--- src/rtl/cache_line_adapter.sv ---
// cache_line_adapter: memory-side responder for the cache line-transfer port.
// A cl_write pulse serialises a victim line into word writes on the memory
// bus; a cl_read pulse gathers a line from word reads; both together run the
// writeback first and the refill straight after it.
// Optional feature macro: CL_TIMEOUT_EN adds a per-word ack watchdog that
// abandons a stalled burst and raises the sticky cl_err flag.
module cache_line_adapter #(
    parameter int WORDS_PER_LINE = 8,
    parameter int WORD_W         = 32,
    parameter int ADDR_W         = 32,
    parameter int TIMEOUT_CYCLES = 255
) (
    input  logic                             CLK,
    input  logic                             RST_N,
    input  logic                             cl_read,
    input  logic                             cl_write,
    input  logic [ADDR_W-1:0]                cl_rd_addr,
    input  logic [ADDR_W-1:0]                cl_wb_addr,
    input  logic [WORDS_PER_LINE*WORD_W-1:0] cl_wline,
    output logic [WORDS_PER_LINE*WORD_W-1:0] cl_rline,
    output logic                             cl_busy,
    output logic                             cl_err,
    output logic [ADDR_W-1:0]                mem_addr,
    output logic                             mem_rden,
    output logic                             mem_wren,
    output logic [WORD_W-1:0]                mem_wdata,
    input  logic [WORD_W-1:0]                mem_rdata,
    input  logic                             mem_ack
);

    localparam int LINE_W   = WORDS_PER_LINE * WORD_W;
    localparam int CNT_W    = $clog2(WORDS_PER_LINE);
    localparam int WBYTE_SH = $clog2(WORD_W / 8);

    localparam logic [ADDR_W-1:0] LINE_BYTES = ADDR_W'(WORDS_PER_LINE * (WORD_W / 8));
    // Clears the in-line offset bits so an address points at its line base.
    localparam logic [ADDR_W-1:0] LINE_MASK  = ~(LINE_BYTES - ADDR_W'(1));
    localparam logic [CNT_W-1:0]  LAST_IDX   = CNT_W'(WORDS_PER_LINE - 1);

    // Parameter sanity checks, evaluated at elaboration.
    if (WORDS_PER_LINE < 2 || (WORDS_PER_LINE & (WORDS_PER_LINE - 1)) != 0) begin : g_bad_wpl
        $error("cache_line_adapter: WORDS_PER_LINE must be a power of two, at least 2");
    end
    if (TIMEOUT_CYCLES < 1) begin : g_bad_timeout
        $error("cache_line_adapter: TIMEOUT_CYCLES must be at least 1");
    end

    typedef enum logic [1:0] {
        S_IDLE = 2'd0,
        S_WB   = 2'd1,
        S_RD   = 2'd2
    } state_t;

    // Control state
    state_t             state_q, state_d;
    logic [CNT_W-1:0]   cnt_q, cnt_d;
    logic               pend_q, pend_d;

    // Request context captured on the accept edge
    logic [ADDR_W-1:0]  wb_base_q, wb_base_d;
    logic [ADDR_W-1:0]  rd_base_q, rd_base_d;
    logic [LINE_W-1:0]  wline_q, wline_d;

    // Registered outputs
    logic [LINE_W-1:0]  rline_q, rline_d;
    logic               busy_q, busy_d;
    logic [ADDR_W-1:0]  addr_q, addr_d;
    logic               rden_q, rden_d;
    logic               wren_q, wren_d;
    logic [WORD_W-1:0]  wdata_q, wdata_d;

`ifdef CL_TIMEOUT_EN
    localparam int WD_W = $clog2(TIMEOUT_CYCLES + 1);
    logic [WD_W-1:0]    wdog_q, wdog_d;
    logic               err_q, err_d;
`endif

    // Byte address of word idx inside the line at base; the offset never
    // carries into the tag because base has its offset bits cleared.
    function automatic logic [ADDR_W-1:0] word_addr(input logic [ADDR_W-1:0] base,
                                                    input logic [CNT_W-1:0]  idx);
        word_addr = base | (ADDR_W'(idx) << WBYTE_SH);
    endfunction

    // Next-state, burst sequencing and next values of the registered outputs.
    always_comb begin
        state_d   = state_q;
        cnt_d     = cnt_q;
        pend_d    = pend_q;
        wb_base_d = wb_base_q;
        rd_base_d = rd_base_q;
        wline_d   = wline_q;
        rline_d   = rline_q;
`ifdef CL_TIMEOUT_EN
        wdog_d    = '0;
        err_d     = err_q;
`endif

        unique case (state_q)
            S_IDLE: begin
                if (cl_write) begin
                    state_d   = S_WB;
                    cnt_d     = '0;
                    pend_d    = cl_read;
                    wb_base_d = cl_wb_addr & LINE_MASK;
                    rd_base_d = cl_rd_addr & LINE_MASK;
                    wline_d   = cl_wline;
                end else if (cl_read) begin
                    state_d   = S_RD;
                    cnt_d     = '0;
                    pend_d    = 1'b0;
                    rd_base_d = cl_rd_addr & LINE_MASK;
                end
            end
            S_WB: begin
                if (mem_ack) begin
                    if (cnt_q == LAST_IDX) begin
                        cnt_d = '0;
                        if (pend_q) begin
                            // Chain straight into the refill; busy never drops.
                            state_d = S_RD;
                            pend_d  = 1'b0;
                        end else begin
                            state_d = S_IDLE;
                        end
                    end else begin
                        cnt_d = cnt_q + 1'b1;
                    end
                end
            end
            S_RD: begin
                if (mem_ack) begin
                    rline_d[cnt_q*WORD_W +: WORD_W] = mem_rdata;
                    if (cnt_q == LAST_IDX) begin
                        cnt_d   = '0;
                        state_d = S_IDLE;
                    end else begin
                        cnt_d = cnt_q + 1'b1;
                    end
                end
            end
            default: begin
                state_d = S_IDLE;
                cnt_d   = '0;
                pend_d  = 1'b0;
            end
        endcase

`ifdef CL_TIMEOUT_EN
        // A request is outstanding whenever the FSM is in a burst state.
        if (state_q != S_IDLE && !mem_ack) begin
            wdog_d = wdog_q + 1'b1;
            if (wdog_d == WD_W'(TIMEOUT_CYCLES)) begin
                state_d = S_IDLE;
                cnt_d   = '0;
                pend_d  = 1'b0;
                err_d   = 1'b1;
                wdog_d  = '0;
            end
        end
`endif

        // Outputs follow the next state so they appear registered on the
        // same edge the state advances.
        busy_d  = (state_d != S_IDLE);
        rden_d  = (state_d == S_RD);
        wren_d  = (state_d == S_WB);
        addr_d  = '0;
        wdata_d = '0;
        if (state_d == S_WB) begin
            addr_d  = word_addr(wb_base_d, cnt_d);
            wdata_d = wline_d[cnt_d*WORD_W +: WORD_W];
        end else if (state_d == S_RD) begin
            addr_d  = word_addr(rd_base_d, cnt_d);
        end
    end

    // Control state and all visible outputs; reset aborts any burst at once.
    always_ff @(posedge CLK or negedge RST_N) begin
        if (!RST_N) begin
            state_q <= S_IDLE;
            cnt_q   <= '0;
            pend_q  <= 1'b0;
            rline_q <= '0;
            busy_q  <= 1'b0;
            addr_q  <= '0;
            rden_q  <= 1'b0;
            wren_q  <= 1'b0;
            wdata_q <= '0;
`ifdef CL_TIMEOUT_EN
            wdog_q  <= '0;
            err_q   <= 1'b0;
`endif
        end else begin
            state_q <= state_d;
            cnt_q   <= cnt_d;
            pend_q  <= pend_d;
            rline_q <= rline_d;
            busy_q  <= busy_d;
            addr_q  <= addr_d;
            rden_q  <= rden_d;
            wren_q  <= wren_d;
            wdata_q <= wdata_d;
`ifdef CL_TIMEOUT_EN
            wdog_q  <= wdog_d;
            err_q   <= err_d;
`endif
        end
    end

    // Captured request context; only meaningful while a burst runs.
    always_ff @(posedge CLK) begin
        wb_base_q <= wb_base_d;
        rd_base_q <= rd_base_d;
        wline_q   <= wline_d;
    end

    assign cl_rline  = rline_q;
    assign cl_busy   = busy_q;
    assign mem_addr  = addr_q;
    assign mem_rden  = rden_q;
    assign mem_wren  = wren_q;
    assign mem_wdata = wdata_q;
`ifdef CL_TIMEOUT_EN
    assign cl_err    = err_q;
`else
    assign cl_err    = 1'b0;
`endif

endmodule
--- config.mk ---
export PLATFORM = sky130hd
export DESIGN_NAME = cache_line_adapter
export DESIGN_NICKNAME = d
export VERILOG_FILES = /design/src/rtl/cache_line_adapter.sv
export SDC_FILE = /design/constraint.sdc
export NUM_CORES = 1
export LEC_CHECK = 0
export BUFFER_PORTS_ARGS = -buffer_cell sky130_fd_sc_hd__buf_4
export CORE_AREA = 2 2 266 268
export CTS_CLUSTER_DIAMETER = 30
export DETAILED_ROUTE_END_ITERATION = 10
export DIE_AREA = 0 0 268 270
export SLEW_MARGIN = 20
export SYNTH_ARGS = -nofsm -noshare
export SYNTH_HDL_FRONTEND = slang
export SYNTH_SLANG_ARGS = --single-unit
--- constraint.sdc ---
create_clock -name CLK -period 5.15 [get_ports CLK]
set_clock_uncertainty 0.05 [all_clocks]
set_input_delay 0.7725 -clock CLK [delete_from_list [all_inputs] [get_ports CLK]]
set_output_delay 0.7725 -clock CLK [all_outputs]
set_load 0.05 [all_outputs]
Word level (Yosys, flattened, before mapping)

Cells that the tools add are included.

Register bits: 649
Input port bits: 357
Output and inout port bits: 324
Logic and storage cells: 62

Add/sub/neg operators: 2
Eq/ne operators: 8
Shifts and indexed selects: 3
Multiplexer cells: 29
Bitwise operators: 3
Reductions and logical operators: 5

Operators by type and width:

| kind                        | number |
|---|---|
| $mux W256                   | 2 |
| $bwmux W256                 | 1 |
| $mux W32                    | 8 |
| $shift A32 B34 Y256 const A | 1 |
| $shiftx A256 B9 Y32         | 1 |
| $shiftx A32 B34 Y256        | 1 |
| $or A32 B5 Y32              | 2 |
| $neg A8 Y34                 | 1 |
| $mux W2                     | 7 |
| $mux W3                     | 4 |
| $pmux W2 S3                 | 1 |
| $pmux W3 S2                 | 1 |
| $eq A2 B1 Y1 const B        | 2 |
| $eq A2 B2 Y1 const B        | 2 |
| $mux W1                     | 4 |
| $ne A2 B2 Y1 const B        | 2 |
| $reduce_and A4 Y1           | 1 |
| $add A3 B1 Y3 const B       | 1 |
| $eq A3 B3 Y1 const B        | 1 |
| $ne A3 B3 Y1 const B        | 1 |
| $pmux W1 S3                 | 1 |
| $logic_not A2 Y1            | 1 |
| $reduce_and A2 Y1           | 1 |
| $reduce_bool A2 Y1          | 1 |
| 2 further kinds             | 2 |

Depth between registers and ports, before layout

Depth after elaboration: 7
Mapped depth: 11
Mapped depth without buffers: 7

Worst setup path before layout

Ideal clock, no wire load.

Path type: input port to flip-flop
Start: in cl_write
End: reg wdata_q[27] (netlist: mem_wdata[27])
Library setup time: 0.143 ns
Arrival: 2.460 ns
Required time: 4.957 ns
Path slack: 2.497 ns
Stages: 9
Buffers on the path: 4
Cell sequence: buf_2 > and2_1 > clkbuf_1 > clkbuf_1 > buf_2 > mux2_2 > or2_0 > a32oi_1 > o22ai_2

Word-level cells in the longest chain between the ends: 4
Elaborated cells on any way between the ends: 9
Those cells by class: eq/ne (1); shift (1); mux (7)

Ends and longest elaborated chain:

| what                 | line | RTL |
|---|---|---|
| from (decl)          | 16   | `input logic cl_write,` |
| $mux W256            | 101  | `if (cl_write) begin` |
| $mux W256            | 99   | `unique case (state_q)` |
| via wline_d[91]      | 62   | `logic [LINE_W-1:0] wline_q, wline_d;` |
| $shiftx A256 B9 Y32  | 172  | `wdata_d = wline_d[cnt_d*WORD_W +: WORD_W];` |
| $mux W32             | 170  | `if (state_d == S_WB) begin` |
| via wdata_d[27]      | 70   | `logic [WORD_W-1:0] wdata_q, wdata_d;` |
| to (signal assigned) | 203  | `wdata_q <= wdata_d;` |
| to (decl)            | 70   |  |

The timed path passes the listed nets, and every way through them passes these cells.
A chain may end at the register's enable or synchronous reset.

Worst setup path in the final report

Start: reg cnt_q[0]
End: reg addr_q[1] (netlist: mem_addr[1])

Word-level cells in the longest chain between the ends: 7
Elaborated cells on any way between the ends: 10
Those cells by class: eq/ne (3); mux (7)

Ends and longest elaborated chain:

| what                       | line     | RTL |
|---|---|---|
| from (decl)                | 56       | `logic [CNT_W-1:0] cnt_q, cnt_d;` |
| from (signal assigned)     | 196      | `cnt_q <= cnt_d;` |
| $eq A3 B3 Y1 (*)           | 117, 134 |  |
| $mux W2 (on tied branches) | 134, 117 |  |
| $mux W2 (on tied branches) | 132, 116 |  |
| $pmux W2 S3 (*)            | 99       |  |
| $eq A2 B2 Y1               | 173      | `end else if (state_d == S_RD) begin` |
| $mux W32                   | 173      |  |
| $mux W32 (*)               | 170      |  |
| via addr_d[1]              | 67       | `logic [ADDR_W-1:0] addr_q, addr_d;` |
| to (signal assigned)       | 200      | `addr_q <= addr_d;` |
| to (decl)                  | 67       |  |

Mark *: on every way through the listed nets, which the timed path passes. The rest lies on a longest branch.

==> qor.yml <==
run:
  drv_cap: 0
timing:
  hold_viol: 0
  worst_slew_pin_slew_ns: 1.11
  rsz0062_at_grt: "false"
  slew_violations: 0
  setup_viol: 0
  fin_crit_sh_pct: 72.8
  min_period_ns: 3.75
  final.setup.tns_ns: 0
  fmax_mhz: 267
  slew_headroom_pct: 26.0
placement:
  place_area_sq_um: 31500
  gp_congestion: 0.858
  numPortBuffers: 669
  dpl.cell_count: 3759
  post-dp-hpwl_um: 60700
yosys:
  synthArstFlopShare_pct: 50.7
  synth_area_leaders: "dfrtp_1 (32%), dfxtp_1 (25%), mux2_2 (12%)"
  synthCells: 2273
  synth_top_area_cell: "dfrtp_1"
  syn_avg_cell_area_sq_um: 11.3
  synthDistinctLibCells: 53
  yosys_warnings: 0
  ys_seq_area_share_pct: 57.2
  synth-edff-count: 0
  syn-num-nets: 2641
  yosys_register_bits: 649
  netlist.area_leader.share_pct: 32.2
  synth_area_sq_um: 25600
  ys.flop_type: "dfrtp_1"
floorplanning:
  row_count: 97
  die_y_um: 270
  io_pins: 681
  die_w_um: 268
  die_area_sq_um: 72400
  initial_core_util_pct: 36.8
  core_sq_um: 69500
power_and_ir_drop:
  switchingPower_mw: 7.92
  swShare_pct: 31.9
  p_comb_share_pct: 31.4
  seqPwrFrac_pct: 29.0
  p_int_mw: 16.9
  ir_drop_mv: 0.404
  p_total_mw: 24.8
  leakage_nw: 16.8
  p_clk_share_pct: 39.6
  p_per_area_nw_per_um2: 673
worst_hold_path:
  hold-path-endpoint: "wline_q[143]"
  hp-start: "cl_wline[143]"
  hold_path_class: "in -> reg"
  hold_path_depth: 2
critical_path:
  r2r_end: "mem_addr[1]"
  critPathLaunchType: "register"
  crit_chain: "ha_1, ha_1, nor2b_1, a2111oi_4, o21ai_2, buf_4, or3_2, o22ai_1"
  worst_path_most_repeated_cell: "ha_1"
  worst_ep_required_time_ns: 5.70
  cp-end-kind: "register"
  crit_family: "compound AO/OA/AOI/OAI gates"
  worst-r2r-setup-slack_ns: 1.40
  reg2reg_from: "cnt_q[0]"
  reg2regPathDepth: 8
  critical_path_buf_inv_count: 1
  critPathMaxStageDelay_ns: 0.79
  crit_fanout: 34
  critical_path_class: "reg -> reg"
  cp.arrival_ns: 4.30
  critPathSlowestCell: "dfrtp_1"
finish:
  layout-drive-gt1-share_pct: 43.5
  area_growth_pct: 44.1
  fin_cells: 4035
  design_area_sq_um: 36900
  final_common_cell: "buf_4"
  final_cell_mix: "buf_4 (697), nand2_1 (374), dfrtp_1 (329)"
  layout.nets: 3336
clocking:
  cts_max_path_buffers: 3
  tritoncts: "yes"
  cts.htree.levels: 4
  cts_root_buffer: "clkbuf_16"
  postCtsSetupBuffers: 0
  clkSlewWorstSetupHoldPaths_ns: 0.05
  cts_buffers: 146
  cts_sinks: 649
  clk_latency_ns: 0.70
grt:
  grt_pass1_vias: 20600
  grt_util_all_layers_pct: 23.2
  grt_pass1_wl_um: 127000
  grt_max_degree: 92
  grt_overflow: 0
  antenna_found_initial: 15
route:
  drt.antenna.violating_nets: 0
  drt_wl_total_um: 86200
  via_per_inst: 4.94
  via_count: 19900
  dr.pass1.iters: 5
  drtIter0Drc: 1165
  drc: 0
  wl_per_cell_um: 21.4
status:
  outcome: "complete, no violations"
[power by group through the flow]
stage                     Combinational [mW]  Clock [mW]  Sequential [mW]
after floorplan                         4.72           0             8.18
after global placement                  7.61           0             7.20
after detailed placement                7.79           0             7.27
after CTS                               7.83        9.97             7.20
after global routing                    8.37        10.3             7.34
final                                   7.80        9.83             7.20
[through the flow]
stage	hold slack, ns	setup slack [ns]	utilization [%]
final	0.240	1.40	53.0
after global routing	0.213	1.16	53.0
after CTS	0.191	1.25	53.0
after detailed placement	0.372	1.27	45.3
after global placement	0.365	1.37	45.3
after floorplan	0.354	2.50	-
[state kept, by name (all words and copies together), names as in the netlist]
name / flops
cl_busy: 1
cl_rline: 256
cnt_q: 3
mem_addr: 32
mem_rden: 1
mem_wdata: 32
mem_wren: 1
pend_q: 1
rd_base_q: 32
state_q: 2
wb_base_q: 32
wline_q: 256
[area by class of cell]
class	instances	area, sq um
tap	940	1180
inverter	42	158
multi-input combinational	1423	10200
timing repair buffer	706	5400
sequential	649	14600
antenna	4	10.0
clock inverter	74	1160
fill	6155	32700
clock buffer	197	4150
[logic make-up (layout without fill, tap and decap cells)]
| group | after synthesis | after routing | share of synthesized area (%) |
|---|---|---|---|
| adder cells (fa/ha/maj) | 11 | 11 | 0.538 |
| other | 1 | 5 | 0.0147 |
| AND/OR/NAND/NOR | 660 | 660 | 12.4 |
| flip-flops | 649 | 649 | 57.2 |
| multiplexers | 343 | 343 | 15.0 |
| buffers and inverters | 201 | 1019 | 3.43 |
| XOR/XNOR | 1 | 1 | 0.0342 |
| AO/OA/AOI/OAI | 407 | 407 | 11.4 |
[worst reg2reg max path: stages, from the launching register on]
cell and delay, ns:
dfrtp_1 0.79, ha_1 0.41, ha_1 0.27, nor2b_1 0.10, a2111oi_4 0.56, o21ai_2 0.13
buf_4 0.29, or3_2 0.78, o22ai_1 0.28
[synthesized netlist by cell type (all sizes together), types with 2 or more instances]
| cell | count |
|---|---|
| dfxtp | 320 |
| nand4 | 29 |
| clkbuf | 102 |
| inv | 42 |
| and2 | 10 |
| o2bb2ai | 3 |
| mux2i | 27 |
| ha | 11 |
| nand2b | 119 |
| a32oi | 63 |
| nand3 | 29 |
| o22ai | 34 |
| dfrtp | 329 |
| buf | 57 |
| o211ai | 3 |
| o21ba | 65 |
| a21oi | 2 |
| nor2 | 5 |
| a22o | 4 |
| nor3 | 3 |
| nor2b | 5 |
| or2b | 8 |
| and3 | 4 |
| o21ai | 225 |
| or3 | 2 |
| or2 | 63 |
| mux2 | 316 |
| a31oi | 2 |
| nand2 | 374 |
| nor3b | 2 |
[how the worst max path moves through the flow]
stage              from       endpoint  slack, ns  depth (start not counted)
3_3_place_gp   cnt_q[0]    mem_addr[0]       1.37                          8
3_5_place_dp   cnt_q[0]   mem_addr[29]       1.27                          8
2_1_floorplan  cl_write  mem_wdata[27]       2.50                          9
6_report       cnt_q[0]    mem_addr[1]       1.40                          8
5_1_grt        cnt_q[0]   mem_wdata[1]       1.16                          8
4_1_cts        cnt_q[0]   mem_addr[29]       1.25                          8
[layer usage]
layer  GRT usage, %  up-vias  routed length [um]
met5              0        -                 137
met4           8.09       22                2050
met3           8.45      143                7100
met2           39.3      676               42800
met1           26.9     9826               34100
li1               -     9277                   -
[what timing repair did]
action / in CTS / in global routing
hold endpoints to repair: 65 / 0
resized for setup: 0 / 0
hold buffers: 1 / 0
(Power assumes the default switching activity.)
